--- src/rtl/key_io.sv ---
// KEY push-button device for the data bus: synchronises and debounces ~KEY,
// and exposes it through the KDATA and KCTRL registers with an optional interrupt.
module key_io #(
    parameter int                DBITS     = 32,
    parameter logic [DBITS-1:0]  ADDRKDATA = 32'hFFFFF080,
    parameter logic [DBITS-1:0]  ADDRKCTRL = 32'hFFFFF084,
    parameter int                DEBOUNCE  = 100000
) (
    input  logic             clk,
    input  logic             reset,
    input  logic [3:0]       KEY,
    input  logic [DBITS-1:0] memaddr_M,
    input  logic [DBITS-1:0] wmemval_M,
    input  logic             wrmem_M,
    input  logic             rdmem_M,
    output logic             sel,
    output logic [DBITS-1:0] rdata,
    output logic             irq
);

    localparam int            CW      = (DEBOUNCE > 1) ? $clog2(DEBOUNCE) : 1;
    localparam logic [CW-1:0] CNT_MAX = CW'(DEBOUNCE - 1);

    logic [3:0]    r_s1;
    logic [3:0]    r_s2;
    logic [3:0]    r_kstate;
    logic [CW-1:0] r_cnt;
    logic          r_ready;
    logic          r_overrun;
    logic          r_ie;
    logic          r_irq;

    logic w_hit_data;
    logic w_hit_ctrl;
    logic w_consume;
    logic w_wr_ctrl;
    logic w_change;
    logic w_unused;

    assign w_hit_data = (memaddr_M == ADDRKDATA);
    assign w_hit_ctrl = (memaddr_M == ADDRKCTRL);
    assign w_consume  = w_hit_data & rdmem_M;
    assign w_wr_ctrl  = w_hit_ctrl & wrmem_M;
    assign w_change   = (r_s2 != r_kstate) && (r_cnt == CNT_MAX);
    assign w_unused   = ^{wmemval_M[DBITS-1:5], wmemval_M[3:2], wmemval_M[0]};

    assign sel = w_hit_data | w_hit_ctrl;
    assign irq = r_irq;

    always_ff @(posedge clk or posedge reset) begin
        if (reset) begin
            r_s1 <= '0;
            r_s2 <= '0;
        end else begin
            r_s1 <= ~KEY;
            r_s2 <= r_s1;
        end
    end

    // Any sample equal to the accepted state restarts the count; a different
    // non-accepted value mid-count does not, and is what gets committed.
    always_ff @(posedge clk or posedge reset) begin
        if (reset) begin
            r_kstate <= '0;
            r_cnt    <= '0;
        end else if (r_s2 == r_kstate) begin
            r_cnt <= '0;
        end else if (r_cnt == CNT_MAX) begin
            r_kstate <= r_s2;
            r_cnt    <= '0;
        end else begin
            r_cnt <= r_cnt + 1'b1;
        end
    end

    always_ff @(posedge clk or posedge reset) begin
        if (reset) begin
            r_ready   <= 1'b0;
            r_overrun <= 1'b0;
            r_ie      <= 1'b0;
            r_irq     <= 1'b0;
        end else begin
            if (w_change)
                r_ready <= 1'b1;
            else if (w_consume)
                r_ready <= 1'b0;

            // Setting overrun takes priority over a software clear on the same edge.
            if (w_change && r_ready && !w_consume)
                r_overrun <= 1'b1;
            else if (w_wr_ctrl && !wmemval_M[1])
                r_overrun <= 1'b0;

            if (w_wr_ctrl)
                r_ie <= wmemval_M[4];

            r_irq <= r_ready & r_ie;
        end
    end

    always_comb begin
        rdata = '0;
        if (w_hit_data) begin
            rdata[3:0] = r_kstate;
        end else if (w_hit_ctrl) begin
            rdata[0] = r_ready;
            rdata[1] = r_overrun;
            rdata[4] = r_ie;
        end
    end

endmodule

--- config.mk ---
export PLATFORM = sky130hd
export DESIGN_NAME = key_io
export DESIGN_NICKNAME = d
export VERILOG_FILES = /design/src/rtl/key_io.sv
export SDC_FILE = /design/constraint.sdc
export NUM_CORES = 1
export LEC_CHECK = 0
export ABC_AREA = 1
export ABC_CLOCK_PERIOD_IN_PS = 1250
export CAP_MARGIN = 25
export CORE_ASPECT_RATIO = 2
export CORE_MARGIN = 8
export CORE_UTILIZATION = 35
export CTS_CLUSTER_SIZE = 25
export DETAILED_ROUTE_END_ITERATION = 10
export PLACE_DENSITY = 0.77
export SYNTH_ARGS = -nofsm -noshare
export SYNTH_HDL_FRONTEND = slang
export SYNTH_SLANG_ARGS = --single-unit
--- constraint.sdc ---
create_clock -name clk -period 1.25 [get_ports clk]
set_input_delay 0.1875 -clock clk [delete_from_list [all_inputs] [get_ports clk]]
set_output_delay 0.1875 -clock clk [all_outputs]
set_load 0.005 [all_outputs]
# --- After elaboration in Yosys (flattened, before gate mapping) ---
# Cells that the tools add are included.
totals:
  reg_bits: 33
  latch_bits: 0
  ram_bits: 0
  romBits: 0
  input_bits: 72
  out_inout_bits: 34
  elab_cells: 40
  mem_count: 0
classes:
  n_addsub: 1
  n_mul: 0
  div: 0
  order_cmp: 0
  eq_ne: 5
  shifts: 0
  mux: 11
  n_bitwise: 6
  n_reduce_logical: 9
ops:
  columns: ["op", "n"]
  rows:
  - ["== test 32 bit (second input constant)", 2]
  - ["2-to-1 mux 17 bit", 2]
  - ["adder 17 x 1 -> 17 bit (second input constant)", 1]
  - ["== test 17 bit (second input constant)", 1]
  - ["2-to-1 mux 1 bit", 6]
  - ["2-to-1 mux 2 bit", 3]
  - ["== test 4 bit", 1]
  - ["logical AND 1 bit", 4]
  - ["!= test 4 bit", 1]
  - ["inverter 4 bit", 1]
  - ["nonzero test 2 bit", 2]
  - ["AND 1 bit", 3]
  - ["zero test 1 bit", 2]
  - ["AND reduction 2 bit", 1]
  - ["inverter 1 bit", 1]
  - ["OR 1 bit", 1]

# --- Logic depth before layout (Yosys ltp) ---
# Gate-level depths: netlist (run 1).
depth:
  depth_word: 5
  depth_mapped: 10
  depth_no_buf: 10

# --- Worst setup path after synthesis (run 1) ---
# No wires, ideal clock.
synth_path:
  path_kind: "register to register"
  start: "reg r_cnt[0]"
  end: "reg r_kstate[0]"
  setup_time_ns: 0.117
  arrival_time_ns: 1.218
  required_ns: 1.133
  setup_slack_ns: -0.085
  stages_incl_launch_ff: 11
  path_buffers: 0
  synth_period_minus_slack_ns: 1.335
  cell_sequence: "dfrtp_1 -> ha_1 -> nand2_1 -> inv_2 -> nand2_2 -> nor2_4 -> nand2_4 -> nor2_8 -> inv_1 -> nand2_1 -> nand2_1"
synth_between:
  elab_chain_cells: 2
synth_rtl:
  columns: ["element", "line", "source"]
  rows:
  - ["start, declared", "27", "logic [CW-1:0] r_cnt;"]
  - ["start signal, assigned", "72", "r_cnt <= r_cnt + 1'b1;"]
  - ["== test 17 bit", "68", "end else if (r_cnt == CNT_MAX) begin"]
  - ["AND reduction 2 bit (no line)", null, null]
  - ["end signal, assigned", "69", "r_kstate <= r_s2;"]
  - ["end, declared", "26", "logic [3:0] r_kstate;"]
# Every way passes these cells.
# A chain may end at the register's enable or synchronous reset.

# --- Final worst setup path (run 1) ---
layout_path:
  start: "reg r_cnt[1]"
  end: "reg r_kstate[0]"
# Same word-level chain as after synthesis.

==> results.cfg, run 1 <==
[synth]
synth-edff-count = 0
ys_ff_latch = 33
syn_area_per_cell_um2 = 7.484
syn_area_um2 = 1976
synth_top_flop_cell = dfrtp_1
synthXorXnorAreaFrac_pct = 3.547
yosys-top-cells-count = nand2_1, nor2_1, inv_1, dfrtp_1, buf_4
seq_area_frac_synth_pct = 41.80
synth_cell_type_count = 25
synthArstFlopShare_pct = 100.0
synth_top_cell_by_area = dfrtp_1
synth_top_family_by_area = simple AND/OR/NAND/NOR gates
synth-compound-area-share_pct = 3.547
synth_top_cell_area_share_pct = 41.80
yosysWarnings = 0
synthAdderAreaFrac_pct = 0.6333
synth_mux_area_share_pct = 0
netlist_top_cells_area = dfrtp_1, nand2_1, buf_4
synthSimpleGateAreaFrac_pct = 32.17
synth.most_common_cell = nand2_1
synthCells = 264

[worst_setup_path]
path_max_fanout = 8
cp.required_ns = 1.43
reg2reg_from = r_cnt[1]
reg2reg_to = r_kstate[0]
r2r_slack_ns = -0.14
crit_path_start_kind = flip-flop
r2r_cells = 10
arrival_ns = 1.56
criticalPathCategory = flip-flop to flip-flop
worstSetupEndpointType = flip-flop

[clocking]
clkSlewWorstSetupHoldPaths_ns = 0.06
root_buffer = clkbuf_16
cts.path.max_buffers = 2
cts_made_buffers = 5
clk_latency_ns = 0.28
cts_tree = yes
cts_sinks = 33
h-tree-depth = 2

[routing]
routedWlPerCell_um = 12.42
ant_nets = 0
drc = 0
vias_per_cell = 4.372
drt_wl_total_um = 5142
vias = 1810
drt_iter0_markers = 60
dr.pass1.iters = 4

[power]
combinationalPowerShare_pct = 19.3
max-vdd-ir-drop_uv = 1036
p_sw_mw = 0.8836
pwr-share-seq_pct = 38.1
power_mw = 3.331
power.density_nw_per_um2 = 1105
p_leak_nw = 1.527
p_int_mw = 2.448
p_sw_share_pct = 26.52
pwr-share-clk_pct = 42.6

[place]
dpl.hpwl_um = 3649
gp_congestion = 0.8060
port_buffers = 48

[sta]
skew_ns = 0.003625
slew_viol_final = 0
finalWorstSetupSlack_ns = -0.1357
finalCritPeriodShare_pct = 110.9
hold_viol_final = 0
setup-violations-final = 21
max_freq_mhz = 721.7
rsz0062_at_grt = true
min_period_ns = 1.386

[die]
die_w_um = 69.13
ioPinCount = 106
rows = 39
die_area_um2 = 8451
die_h_um = 122.3
start_util_pct = 35.52
coreArea_um2 = 5563

[status]
failed_checks = setup timing
status = finished, violations left

[hold_path]
min_path_type = input pin to asynchronous set/reset pin

[final_layout]
num_antenna_cells = 0
layout-drive-gt1-share_pct = 41.93
n_fill_cell = 519
syn2layout_area_growth_pct = 52.56
nets = 425
post-route-util_pct = 54.18

[job]
maxCapViolations = 0

[global_route]
grt_pass1_vias = 1858
globalRoute.totalOverflow = 0
grt_pass1_wl_um = 8238
grt_usage_pct = 11.84
grt_max_degree = 34
antenna_found_initial = 0
==> timing repair <==
action                     4_1_cts  5_1_grt
pin swaps                       44       30
cloned                           1        0
setup buffers                    9        3
hold buffers                     0        0
resized for setup              158       54
setup endpoints to repair       31       29
==> worst max-delay path: stages, from the launching register on <==
cell	delay, ns
dfrtp_1	0.35
ha_2	0.21
nand2_4	0.06
inv_2	0.06
nand2_2	0.06
nor2_4	0.10
nand2_4	0.13
nor2_8	0.15
inv_2	0.05
nand2_1	0.05
nand2_1	0.04
==> area by class of cell <==
cell class                 instances  area (um^2)  share of cell area, %
inverter                          41        155.1                  5.147
timing repair buffer              81        685.7                  22.75
sequential                        33        828.3                  27.48
clock buffer                       5        125.1                  4.151
multi-input combinational        190         1097                  36.41
tap                               61        76.32                  2.532
clock inverter                     3        46.29                  1.536
==> cell usage in the layout, fill, tap and decap left out, drive strengths merged <==
cell | netlist | layout
nand2 | 63 | 63
clkbuf | 0 | 7
buf | 27 | 69
ha | 1 | 1
clkinvlp | 0 | 1
xnor2 | 5 | 5
clkinv | 1 | 2
nor3 | 6 | 6
a31oi | 2 | 2
o21ai | 9 | 9
nor2 | 50 | 51
a21oi | 1 | 1
dlygate4sd2 | 0 | 1
clkdlybuf4s50 | 0 | 9
bufinv | 0 | 1
nand3 | 16 | 16
xor2 | 3 | 3
nor3b | 1 | 1
dfrtp | 33 | 33
nand4 | 4 | 4
inv | 40 | 40
a21o | 1 | 1
conb | 1 | 27
==> registers in the layout (all words and copies together), names as in the netlist <==
register / cells
r_overrun: 1
r_ready: 1
irq: 1
r_s1: 4
r_kstate: 4
r_s2: 4
r_cnt: 17
r_ie: 1
==> stage by stage <==
step / area, um^2 / hold WS [ns] / cells / setup TNS [ns] / worst slack (ns)
3_3_place_gp: 2615 / 0.3318 / 394 / -6.238 / -0.8891
5_1_grt: 3014 / 0.2750 / 414 / -3.739 / -0.2297
4_1_cts: 2811 / 0.2561 / 411 / -1.491 / -0.1318
6_report: 3014 / 0.2438 / 414 / -1.389 / -0.1357
3_5_place_dp: 2615 / 0.3347 / 394 / -6.935 / -0.9110
2_1_floorplan: 2083 / 0.2469 / 290 / -0.02568 / -0.02568
==> how the worst max path moves through the flow <==
stage               slack, ns     endpoint           from
floorplan               -0.03  r_kstate[0]       r_cnt[0]
global placement        -0.89     rdata[1]  memaddr_M[17]
detailed placement      -0.91     rdata[1]  memaddr_M[17]
CTS                     -0.13  r_kstate[0]       r_cnt[1]
global route            -0.23  r_kstate[0]       r_cnt[1]
finish                  -0.14  r_kstate[0]       r_cnt[1]
==> cell families after synthesis <==
group                    after synthesis
AND/OR/NAND/NOR                      140
buffers and inverters                 68
flip-flops                            33
AO/OA/AOI/OAI                         13
XOR/XNOR                               8
adder cells (fa/ha/maj)                1
other                                  1
==> power groups by stage <==
stage | combinational (mW) | clock [mW] | sequential, mW
floorplan | 0.361 | 0 | 1.26
global placement | 0.538 | 0 | 1.27
detailed placement | 0.560 | 0 | 1.27
CTS | 0.551 | 1.44 | 1.26
global route | 0.726 | 1.49 | 1.29
finish | 0.643 | 1.42 | 1.27
==> metal layers <==
layer,global-route usage (%),vias up,share of wire (%)
met3,2.913,8,2.7
met1,12.42,838,39
met4,5.032,0,1.8
met2,21.80,31,56
met5,0,-,0
li1,-,933,-
Power figures use the tool's default switching activity.
==> inputs of run 2 (changes only) <==
--- a/config.mk
+++ b/config.mk
@@ -14,6 +14,7 @@
 export CTS_CLUSTER_SIZE = 25
 export DETAILED_ROUTE_END_ITERATION = 10
 export PLACE_DENSITY = 0.77
+export SKIP_LAST_GASP = 1
 export SYNTH_ARGS = -nofsm -noshare
 export SYNTH_HDL_FRONTEND = slang
 export SYNTH_SLANG_ARGS = --single-unit
==> run 2 against run 1 <==
The run still ends with setup timing left. Clock power is essentially flat. Fmax grew 0.18%. Utilization shrank 0.067 points. Global-route usage shrank 0.050 points. Routed wire length shrank 0.86%. First-iteration DRC count shrank 5.0%. Sequential power is essentially flat. Via count shrank 0.33%. Total power shrank 0.25%. Critical path type unchanged. Highest routed layer unchanged.
==> results.cfg, run 2 (same netlist as run 1, synthesis figures left out) <==
[status]
status = finished, violations left
failed_checks = setup timing

[power]
power.density_nw_per_um2 = 1104
p_leak_nw = 1.526
max-vdd-ir-drop_uv = 901.2

[clocking]
root_buffer = clkbuf_16
cts_made_buffers = 5
h-tree-depth = 2
clkSlewWorstSetupHoldPaths_ns = 0.06
cts_hold_buf = 0
cts_tree = yes
clk_latency_ns = 0.28
cts_sinks = 33
cts.path.max_buffers = 2

[sta]
slew_viol_final = 0
rsz0062_at_grt = true
finalWorstSetupSlack_ns = -0.1332
hold_viol_final = 0
setup-violations-final = 21
max_freq_mhz = 723.0
skew_ns = 0.003519
min_period_ns = 1.383
finalCritPeriodShare_pct = 110.7

[final_layout]
regArea_um2 = 828.3
layout.cells.most_common_list = nand2_1, dfrtp_1, inv_1, nor2_1, conb_1
layout-drive-gt1-share_pct = 41.93
fin_cells = 414
fin_area_um2 = 3010
nets = 425
largest_reg_flops = 17
largest_register = r_cnt
n_fill_cell = 519
post-route-util_pct = 54.12
multi_input_area_um2 = 1097
final_common_cell = nand2_1
syn2layout_area_growth_pct = 52.38
num_antenna_cells = 0

[die]
die_h_um = 122.3
ioPinCount = 106
rows = 39
coreArea_um2 = 5563
die_area_um2 = 8451
die_w_um = 69.13
start_util_pct = 35.52

[global_route]
globalRoute.totalOverflow = 0
grt_pass1_wl_um = 8197
grt_max_degree = 34
grt_usage_pct = 11.79
antenna_found_initial = 0
grt_pass1_vias = 1852

[routing]
ant_nets = 0
dr.pass1.iters = 4
drt_wl_total_um = 5098
drt_iter0_markers = 57
vias = 1804
routedWlPerCell_um = 12.31
vias_per_cell = 4.357
drc = 0

[place]
place_area_um2 = 2615
dp_cells = 394
gp_congestion = 0.8060
port_buffers = 48
dpl.hpwl_um = 3649

[worst_setup_path]
worstSetupEndpointType = flip-flop
arrival_ns = 1.56
cp.required_ns = 1.43
path_max_fanout = 8
crit_path_start_kind = flip-flop
criticalPathCategory = flip-flop to flip-flop
r2r_cells = 10

[hold_path]
min_path_type = input pin to asynchronous set/reset pin

[job]
maxCapViolations = 0
run 2: cell counts in the layout (fill, tap and decap cells not counted):
Identical to the previous run, type by type.
run 2: cell type report:
class                      instances  area share (%)
timing repair buffer              81           22.65
clock buffer                       5           4.156
tap                               61           2.535
inverter                          41           5.154
clock inverter                     3           1.538
multi-input combinational        190           36.45
sequential                        33           27.51
run 2: repair_timing:
action / CTS / global route
setup buffers: 9 / 3
pin swaps: 44 / 30
gates cloned: 1 / 0
resized for setup: 157 / 54
endpoints found under the setup margin: 31 / 29
run 2: layer usage:
| metal | GRT usage [%] | routed length (um) | vias up |
|---|---|---|---|
| met2 | 21.62 | 2860 | 34 |
| met1 | 12.42 | 1993 | 828 |
| met4 | 5.032 | 93 | 0 |
| met3 | 2.913 | 151 | 8 |
| li1 | - | - | 934 |
| met5 | 0 | 0 | - |
run 2: worst max-delay path, stage by stage (launching register included):
cell and delay (ns):
dfrtp_1 0.35, ha_2 0.21, nand2_4 0.06, inv_2 0.06
nand2_2 0.06, nor2_4 0.10, nand2_4 0.13, nor2_8 0.15
inv_2 0.05, nand2_1 0.05, nand2_1 0.04
run 2: worst paths after layout:
| kind | from | slack [ns] | end |
|---|---|---|---|
| worst max register to register | r_cnt[1] | -0.13 | r_kstate[0] |
| worst max-delay path | r_cnt[1] | -0.13 | r_kstate[0] |
| max in group asynchronous | reset | 0.82 | r_cnt[8] |
| worst min register to register | r_s1[2] | 0.35 | r_s2[2] |
| min in group clk | r_s1[2] | 0.35 | r_s2[2] |
| worst min-delay path | reset | 0.24 | r_cnt[5] |
run 2: per-stage QoR:
step           setup slack, ns  hold WS (ns)  power [mW]   TNS, ns
6_report               -0.1332        0.2435       3.323    -1.350
5_1_grt                -0.2297        0.2750       3.492    -3.739
4_1_cts                -0.1318        0.2561       3.246    -1.505
3_5_place_dp           -0.9110        0.3347       1.834    -6.935
3_3_place_gp           -0.8891        0.3318       1.806    -6.238
2_1_floorplan         -0.02568        0.2469       1.622  -0.02568
run 2: report_power, final:
part	switching, mW	internal, mW	leakage (nW)	total, mW
clock	0.477	0.942	0.0800	1.42
sequential	0.0994	1.17	0.424	1.27
combinational	0.305	0.331	1.02	0.635
